## src/rtl/div_job_sequencer_pkg.sv

```systemverilog
// Shared types and constants for the divider job sequencer: FSM state encoding,
// result status codes and the completion-priority helper.
package div_job_sequencer_pkg;

    typedef enum logic [2:0] {
        S_IDLE  = 3'd0,
        S_ISSUE = 3'd1,
        S_WAIT  = 3'd2,
        S_ABORT = 3'd3,
        S_HOLD  = 3'd4
    } seq_state_e;

    typedef logic [1:0] status_t;

    localparam status_t ST_OK  = 2'd0;
    localparam status_t ST_OVF = 2'd1;
    localparam status_t ST_DVZ = 2'd2;
    localparam status_t ST_TMO = 2'd3;

    // Divide-by-zero outranks overflow, which outranks a normal finish.
    function automatic status_t completion_status(input logic dvz, input logic ovf);
        if (dvz) begin
            return ST_DVZ;
        end else if (ovf) begin
            return ST_OVF;
        end
        return ST_OK;
    endfunction

endpackage

```

## src/rtl/div_job_sequencer_if.sv

```systemverilog
// Bundle of the job input, divider-side and result-output signals of the sequencer.
// master = sequencer side, slave = environment (producer, divider, consumer).
interface div_job_sequencer_if
    import div_job_sequencer_pkg::*;
#(
    parameter int WIDTH = 10,
    parameter int CNT_W = 16
);
    logic             in_valid;
    logic             in_ready;
    logic [WIDTH-1:0] in_a;
    logic [WIDTH-1:0] in_b;

    logic             div_start;
    logic             div_abort;
    logic [WIDTH-1:0] div_a;
    logic [WIDTH-1:0] div_b;
    logic             div_busy;
    logic             div_valid;
    logic             div_ovf;
    logic             div_dvz;
    logic [WIDTH-1:0] div_q;

    logic             out_valid;
    logic             out_ready;
    logic [WIDTH-1:0] out_q;
    status_t          out_status;
    logic [CNT_W-1:0] jobs_done;

    modport master (
        input  in_valid, in_a, in_b,
        input  div_busy, div_valid, div_ovf, div_dvz, div_q,
        input  out_ready,
        output in_ready,
        output div_start, div_abort, div_a, div_b,
        output out_valid, out_q, out_status, jobs_done
    );

    modport slave (
        output in_valid, in_a, in_b,
        output div_busy, div_valid, div_ovf, div_dvz, div_q,
        output out_ready,
        input  in_ready,
        input  div_start, div_abort, div_a, div_b,
        input  out_valid, out_q, out_status, jobs_done
    );

endinterface

```

## src/rtl/div_watchdog.sv

```systemverilog
// Loadable up-counter with clear, enable and a terminal flag at TIMEOUT_CYC-1.
// Stops at the terminal value rather than wrapping.
module div_watchdog #(
    parameter  int TIMEOUT_CYC = 64,
    localparam int CW          = (TIMEOUT_CYC > 2) ? $clog2(TIMEOUT_CYC) : 1
) (
    input  logic          clk,
    input  logic          sclr,
    input  logic          clear_i,
    input  logic          load_i,
    input  logic [CW-1:0] load_val_i,
    input  logic          en_i,
    output logic [CW-1:0] cnt_o,
    output logic          term_o
);

    logic [CW-1:0] cnt_q;
    logic [CW-1:0] cnt_d;

    assign term_o = (cnt_q == CW'(TIMEOUT_CYC - 1));
    assign cnt_o  = cnt_q;

    always_comb begin
        cnt_d = cnt_q;
        if (clear_i) begin
            cnt_d = '0;
        end else if (load_i) begin
            cnt_d = load_val_i;
        end else if (en_i && !term_o) begin
            cnt_d = cnt_q + 1'b1;
        end
    end

    always_ff @(posedge clk) begin
        if (sclr) begin
            cnt_q <= '0;
        end else begin
            cnt_q <= cnt_d;
        end
    end

endmodule

```

## src/rtl/div_job_sequencer.sv

```systemverilog
// Issue stage for the sequential divider: accepts a job, pulses start, waits for
// a completion pulse (or watchdog / lost-start abort) and hands the result downstream.
module div_job_sequencer
    import div_job_sequencer_pkg::*;
#(
    parameter int WIDTH       = 10,
    parameter int TIMEOUT_CYC = 64,
    parameter int CNT_W       = 16
) (
    input logic               clk,
    input logic               sclr,
    div_job_sequencer_if.master io
);

    localparam int WD_W = (TIMEOUT_CYC > 2) ? $clog2(TIMEOUT_CYC) : 1;

    seq_state_e       state_q, state_d;
    logic [WIDTH-1:0] div_a_q, div_a_d;
    logic [WIDTH-1:0] div_b_q, div_b_d;
    logic             div_start_q, div_start_d;
    logic             div_abort_q, div_abort_d;
    logic             out_valid_q, out_valid_d;
    logic [WIDTH-1:0] out_q_q, out_q_d;
    status_t          out_status_q, out_status_d;
    logic [CNT_W-1:0] jobs_done_q, jobs_done_d;
    logic             busy_low_q, busy_low_d;

    logic             wd_clear;
    logic             wd_en;
    logic [WD_W-1:0]  wd_cnt;
    logic             wd_term;
    logic             first_wait;

    div_watchdog #(
        .TIMEOUT_CYC(TIMEOUT_CYC)
    ) u_watchdog (
        .clk       (clk),
        .sclr      (sclr),
        .clear_i   (wd_clear),
        .load_i    (1'b0),
        .load_val_i('0),
        .en_i      (wd_en),
        .cnt_o     (wd_cnt),
        .term_o    (wd_term)
    );

    // The counter is cleared in ISSUE, so zero marks the first WAIT cycle,
    // during which the divider may not yet report busy.
    assign first_wait = (wd_cnt == '0);

    always_comb begin
        state_d      = state_q;
        div_a_d      = div_a_q;
        div_b_d      = div_b_q;
        out_q_d      = out_q_q;
        out_status_d = out_status_q;
        jobs_done_d  = jobs_done_q;
        busy_low_d   = busy_low_q;
        wd_clear     = 1'b0;
        wd_en        = 1'b0;

        case (state_q)
            S_IDLE: begin
                if (io.in_valid) begin
                    div_a_d = io.in_a;
                    div_b_d = io.in_b;
                    state_d = S_ISSUE;
                end
            end
            S_ISSUE: begin
                wd_clear   = 1'b1;
                busy_low_d = 1'b0;
                state_d    = S_WAIT;
            end
            S_WAIT: begin
                wd_en = 1'b1;
                if (io.div_dvz || io.div_ovf || io.div_valid) begin
                    out_status_d = completion_status(io.div_dvz, io.div_ovf);
                    out_q_d      = io.div_dvz ? '0 : io.div_q;
                    state_d      = S_HOLD;
                end else if (wd_term) begin
                    state_d = S_ABORT;
                end else if (!first_wait && !io.div_busy) begin
                    if (busy_low_q) begin
                        state_d = S_ABORT;
                    end else begin
                        busy_low_d = 1'b1;
                    end
                end else begin
                    busy_low_d = 1'b0;
                end
            end
            S_ABORT: begin
                out_status_d = ST_TMO;
                out_q_d      = '0;
                state_d      = S_HOLD;
            end
            S_HOLD: begin
                if (io.out_ready) begin
                    jobs_done_d = jobs_done_q + 1'b1;
                    state_d     = S_IDLE;
                end
            end
            default: begin
                state_d = S_IDLE;
            end
        endcase
    end

    // Registered strobes are derived from the next state so they coincide with it.
    assign div_start_d = (state_d == S_ISSUE);
    assign div_abort_d = (state_d == S_ABORT);
    assign out_valid_d = (state_d == S_HOLD);

    always_ff @(posedge clk) begin
        if (sclr) begin
            state_q      <= S_IDLE;
            div_a_q      <= '0;
            div_b_q      <= '0;
            div_start_q  <= 1'b0;
            div_abort_q  <= 1'b0;
            out_valid_q  <= 1'b0;
            out_q_q      <= '0;
            out_status_q <= ST_OK;
            jobs_done_q  <= '0;
            busy_low_q   <= 1'b0;
        end else begin
            state_q      <= state_d;
            div_a_q      <= div_a_d;
            div_b_q      <= div_b_d;
            div_start_q  <= div_start_d;
            div_abort_q  <= div_abort_d;
            out_valid_q  <= out_valid_d;
            out_q_q      <= out_q_d;
            out_status_q <= out_status_d;
            jobs_done_q  <= jobs_done_d;
            busy_low_q   <= busy_low_d;
        end
    end

    assign io.in_ready   = (state_q == S_IDLE);
    assign io.div_start  = div_start_q;
    assign io.div_abort  = div_abort_q;
    assign io.div_a      = div_a_q;
    assign io.div_b      = div_b_q;
    assign io.out_valid  = out_valid_q;
    assign io.out_q      = out_q_q;
    assign io.out_status = out_status_q;
    assign io.jobs_done  = jobs_done_q;

endmodule

```

## src/flat_wrapper.sv

```systemverilog
// flat-port wrapper written by rule: the top's interface ports become plain ports
module div_job_sequencer_flat import div_job_sequencer_pkg::*;
#(
    parameter int WIDTH       = 10,
    parameter int TIMEOUT_CYC = 64,
    parameter int CNT_W       = 16
)
  (clk, sclr, io_in_valid, io_in_a, io_in_b, io_div_busy, io_div_valid, io_div_ovf, io_div_dvz, io_div_q, io_out_ready, io_in_ready, io_div_start, io_div_abort, io_div_a, io_div_b, io_out_valid, io_out_q, io_out_status, io_jobs_done);
  div_job_sequencer_if #(.WIDTH(WIDTH), .CNT_W(CNT_W)) io_i ();
  input logic clk;
  input logic sclr;
  input wire logic [$bits(io_i.in_valid)-1:0] io_in_valid;
  input wire logic [$bits(io_i.in_a)-1:0] io_in_a;
  input wire logic [$bits(io_i.in_b)-1:0] io_in_b;
  input wire logic [$bits(io_i.div_busy)-1:0] io_div_busy;
  input wire logic [$bits(io_i.div_valid)-1:0] io_div_valid;
  input wire logic [$bits(io_i.div_ovf)-1:0] io_div_ovf;
  input wire logic [$bits(io_i.div_dvz)-1:0] io_div_dvz;
  input wire logic [$bits(io_i.div_q)-1:0] io_div_q;
  input wire logic [$bits(io_i.out_ready)-1:0] io_out_ready;
  output wire logic [$bits(io_i.in_ready)-1:0] io_in_ready;
  output wire logic [$bits(io_i.div_start)-1:0] io_div_start;
  output wire logic [$bits(io_i.div_abort)-1:0] io_div_abort;
  output wire logic [$bits(io_i.div_a)-1:0] io_div_a;
  output wire logic [$bits(io_i.div_b)-1:0] io_div_b;
  output wire logic [$bits(io_i.out_valid)-1:0] io_out_valid;
  output wire logic [$bits(io_i.out_q)-1:0] io_out_q;
  output wire logic [$bits(io_i.out_status)-1:0] io_out_status;
  output wire logic [$bits(io_i.jobs_done)-1:0] io_jobs_done;
  assign io_i.in_valid = io_in_valid;
  assign io_i.in_a = io_in_a;
  assign io_i.in_b = io_in_b;
  assign io_i.div_busy = io_div_busy;
  assign io_i.div_valid = io_div_valid;
  assign io_i.div_ovf = io_div_ovf;
  assign io_i.div_dvz = io_div_dvz;
  assign io_i.div_q = io_div_q;
  assign io_i.out_ready = io_out_ready;
  assign io_in_ready = io_i.in_ready;
  assign io_div_start = io_i.div_start;
  assign io_div_abort = io_i.div_abort;
  assign io_div_a = io_i.div_a;
  assign io_div_b = io_i.div_b;
  assign io_out_valid = io_i.out_valid;
  assign io_out_q = io_i.out_q;
  assign io_out_status = io_i.out_status;
  assign io_jobs_done = io_i.jobs_done;
  div_job_sequencer #(.WIDTH(WIDTH), .TIMEOUT_CYC(TIMEOUT_CYC), .CNT_W(CNT_W)) u_core (.clk(clk), .sclr(sclr), .io(io_i));
endmodule
```

## config.mk

```make
export PLATFORM = sky130hd
export DESIGN_NAME = div_job_sequencer_flat
export DESIGN_NICKNAME = d
export VERILOG_FILES = /design/src/rtl/div_job_sequencer_pkg.sv /design/src/rtl/div_job_sequencer_if.sv /design/src/rtl/div_watchdog.sv /design/src/rtl/div_job_sequencer.sv /design/src/flat_wrapper.sv
export SDC_FILE = /design/constraint.sdc
export NUM_CORES = 1
export LEC_CHECK = 0
export ABC_AREA = 1
export BUFFER_PORTS_ARGS = -buffer_cell sky130_fd_sc_hd__buf_4
export CAP_MARGIN = 20
export CORE_ASPECT_RATIO = 1.25
export CORE_UTILIZATION = 45
export DETAILED_ROUTE_END_ITERATION = 8
export GPL_TIMING_DRIVEN = 0
export PLACE_DENSITY = 0.75
export SKIP_LAST_GASP = 1
export SYNTH_ARGS = -nofsm -noshare
export SYNTH_HDL_FRONTEND = slang
export SYNTH_HIERARCHICAL = 1
export SYNTH_SLANG_ARGS = --single-unit
export TNS_END_PERCENT = 50
```

## constraint.sdc

```tcl
create_clock -name clk -period 1.6 [get_ports clk]
set_clock_uncertainty 0.2 [all_clocks]
set_input_delay 0 -clock clk [delete_from_list [all_inputs] [get_ports clk]]
set_output_delay 0 -clock clk [all_outputs]
set_load 0.02 [all_outputs]
```

==> reports/qor.yml <==
syn_to_final_growth_pct: 58.02
critPathKind: "reg2out"
status: "finished, final reports clean"
crit_path_end_kind: "primary output"
grt_overflow: 0
p_per_area_mw_per_mm2: 936.9
cts_root_buf: "clkbuf_8"
die_h_um: 88.99
layout-drive-gt1-share_pct: 28.65
crit_end: "io_in_ready"
r2r_slack_ns: 0.06
rsz0062_at_grt: "yes"
tightest_slew_ns: 0.5295
synth_most_common_cell: "nand2_1"
antenna_found_initial: 0
ios: 90
antenna_cells: 0
io_buffers: 89
leakagePower_nw: 1.852
final_area_mm2: 0.004304
cts_buffer_depth: 2
yosysSeqAreaShare_pct: 44.83
wl_um: 7700
ys.flop_type: "dfxtp_1"
nets: 576
power_w: 0.004033
setup_violations: 0
num_vias: 3065
htree_num_levels: 3
coreArea_mm2: 0.005818
synth_cells: 384
critPathLaunchType: "flop"
r2r-start: "u_core/u_watchdog/cnt_o[1]"
gp_congestion: 0.8120
min_path_type: "reg2reg"
cp_data_required_time_ns: 1.40
cts_sinks: 61
drc: 0
drv_slew: 0
ys_ff_latch: 61
synth.top_cell.area_share_pct: 44.83
min_period_ns: 1.544
final_hold_viol_count: 0
dieWidth_um: 71.59
r2r_end: "u_core/u_watchdog/cnt_o[2]"
synth_area_per_cell_um2: 7.093
gr-usage-all-layers_pct: 24.28
numCtsBuffers: 9
rr_worst_depth: 7
ys_top_cells_by_area: "dfxtp_1 (45%), nand2_1 (13%), a21oi_1 (8.8%)"
synth_cell_type_count: 36
grt_first_pass_wirelength_um: 12110
timing.fmax_mhz: 647.8
maxCapViolations: 0
synth_edf_count: 0
synth_commonest_cells: "nand2_1 (97), dfxtp_1 (61), a21oi_1 (48), nor2_1 (45), nand3_1 (38)"
synth_top_cell_by_area: "dfxtp_1"
initial_core_util_pct: 46.82
wire_per_inst_um: 12.69
drt-pass1-iter-count: 4
viasPerCell: 5.049
synth_warnings: 6
hpwl_um: 4907
irDropWorstVdd_uv: 833.2
grt_pass1_vias: 2804
cts_tree: "yes"
min_period_over_period_pct: 96.49
cp.arrival_ns: 1.34
clk_latency_ns: 0.34
grt_max_degree: 12
setup_tns_ns: 0
dpl_cell_area_mm2: 0.003515
die_area_mm2: 0.006370
syn_area_mm2: 0.002724
nFillCells: 468
clk_pin_slew_ns: 0.07
cp-startpoint: "u_core/state_q[0]"
rows: 31
drt_iter0_markers: 88
slew_headroom_pct: 64.70
synth-async-reset-ratio_pct: 0
cp_max_fo: 10
drtAntennaViolNets: 0
==> area by class of cell <==
| type | count | area, µm² | area share, % |
|---|---|---|---|
| Tap cell | 66 | 82.58 | 1.919 |
| Multi-Input combinational cell | 288 | 1449 | 33.66 |
| Sequential cell | 61 | 1240 | 28.81 |
| Buffer | 15 | 82.58 | 1.919 |
| Clock inverter | 6 | 133.9 | 3.110 |
| Timing Repair Buffer | 131 | 1074 | 24.94 |
| Clock buffer | 10 | 127.6 | 2.965 |
| Inverter | 30 | 115.1 | 2.674 |
==> cells in the final DEF (no fill, tap or decap), drive strengths merged <==
master       count
conb            11
a211oi           1
or2              2
o21ai           15
a22oi            2
nand2          100
nand3b           1
xor2             2
and3             2
a41oi            1
inv             31
buf            101
o22ai            1
nor2            49
dlygate4sd3     37
nand4            3
o21bai           1
nor3             5
bufinv           4
dfxtp           61
a21oi           48
ha               2
clkinv           1
nand3           39
clkbuf          18
o211ai           1
nor3b            2
==> worst max-delay path, cell delays in order (launching register included) <==
cell	delay [ns]
dfxtp_2	0.35
inv_2	0.08
nand2_2	0.09
nor2_4	0.13
buf_4	0.19
buf_4	0.15
==> registers in the layout (all words and copies together) (netlist names) <==
| signal | cells |
|---|---|
| u_core/io.jobs_done | 16 |
| u_core/io.div_a | 10 |
| u_core/io.div_b | 10 |
| u_core/io.out_q | 10 |
| u_core/u_watchdog/cnt_o | 6 |
| u_core/state_q | 3 |
| u_core/io.out_status | 2 |
| u_core/busy_low_q | 1 |
| u_core/io.div_abort | 1 |
| u_core/io.div_start | 1 |
| u_core/io.out_valid | 1 |
==> through the flow <==
stage	cells	utilization (%)	hold WS, ns	worst slack, ns
finish	607	73.98	0.2614	0.05622
global route	607	73.98	0.2771	-0.02514
CTS	603	71.91	0.2489	-0.03371
detailed placement	549	60.41	0.04328	-0.06050
global placement	549	60.41	0.04014	-0.02475
floorplan	394	-	-0.05617	0.03594
==> routing by layer <==
| metal | part of all wire, % | vias up | track usage (%) |
|---|---|---|---|
| met5 | 0 | - | 0 |
| met4 | 2.3 | 0 | 10.70 |
| met3 | 3.9 | 14 | 5.862 |
| met2 | 54 | 84 | 44.33 |
| met1 | 40 | 1413 | 26.98 |
| li1 | - | 1554 | - |
==> power breakdown <==
| group | internal (W) | switching, W |
|---|---|---|
| logic | 0.000280 | 0.000303 |
| registers | 0.00158 | 0.0000518 |
| clock network | 0.00120 | 0.000623 |
| total | 0.00305 | 0.000978 |
==> how the worst min path moves through the flow <==
stage | start | endpoint | cells past startpoint
floorplan | io_div_q[0] | u_core/io.out_q[0] | 2
global placement | io_div_q[9] | u_core/io.out_q[9] | 3
detailed placement | io_div_q[9] | u_core/io.out_q[9] | 3
CTS | io_div_q[8] | u_core/io.out_q[8] | 4
global route | u_core/io.div_a[2] | u_core/io.div_a[2] | 2
finish | u_core/io.div_a[8] | u_core/io.div_a[8] | 2
==> cell families after synthesis <==
| logic type | synth area share, % |
|---|---|
| AND/OR/NAND/NOR | 32.84 |
| other | 0.1377 |
| buffers and inverters | 6.706 |
| adder cells (fa/ha/maj) | 0.9185 |
| flip-flops | 44.83 |
| XOR/XNOR | 0.6432 |
| AO/OA/AOI/OAI | 13.92 |
==> repair_timing <==
action,in CTS,in global routing
gates resized for setup,9,37
cloned,0,1
buffers inserted,1,3
setup endpoints to repair,10,50
hold endpoints to repair,52,0
hold buffers,37,0
pin swaps,2,7
No activity file was read; power rests on OpenSTA's default activity.
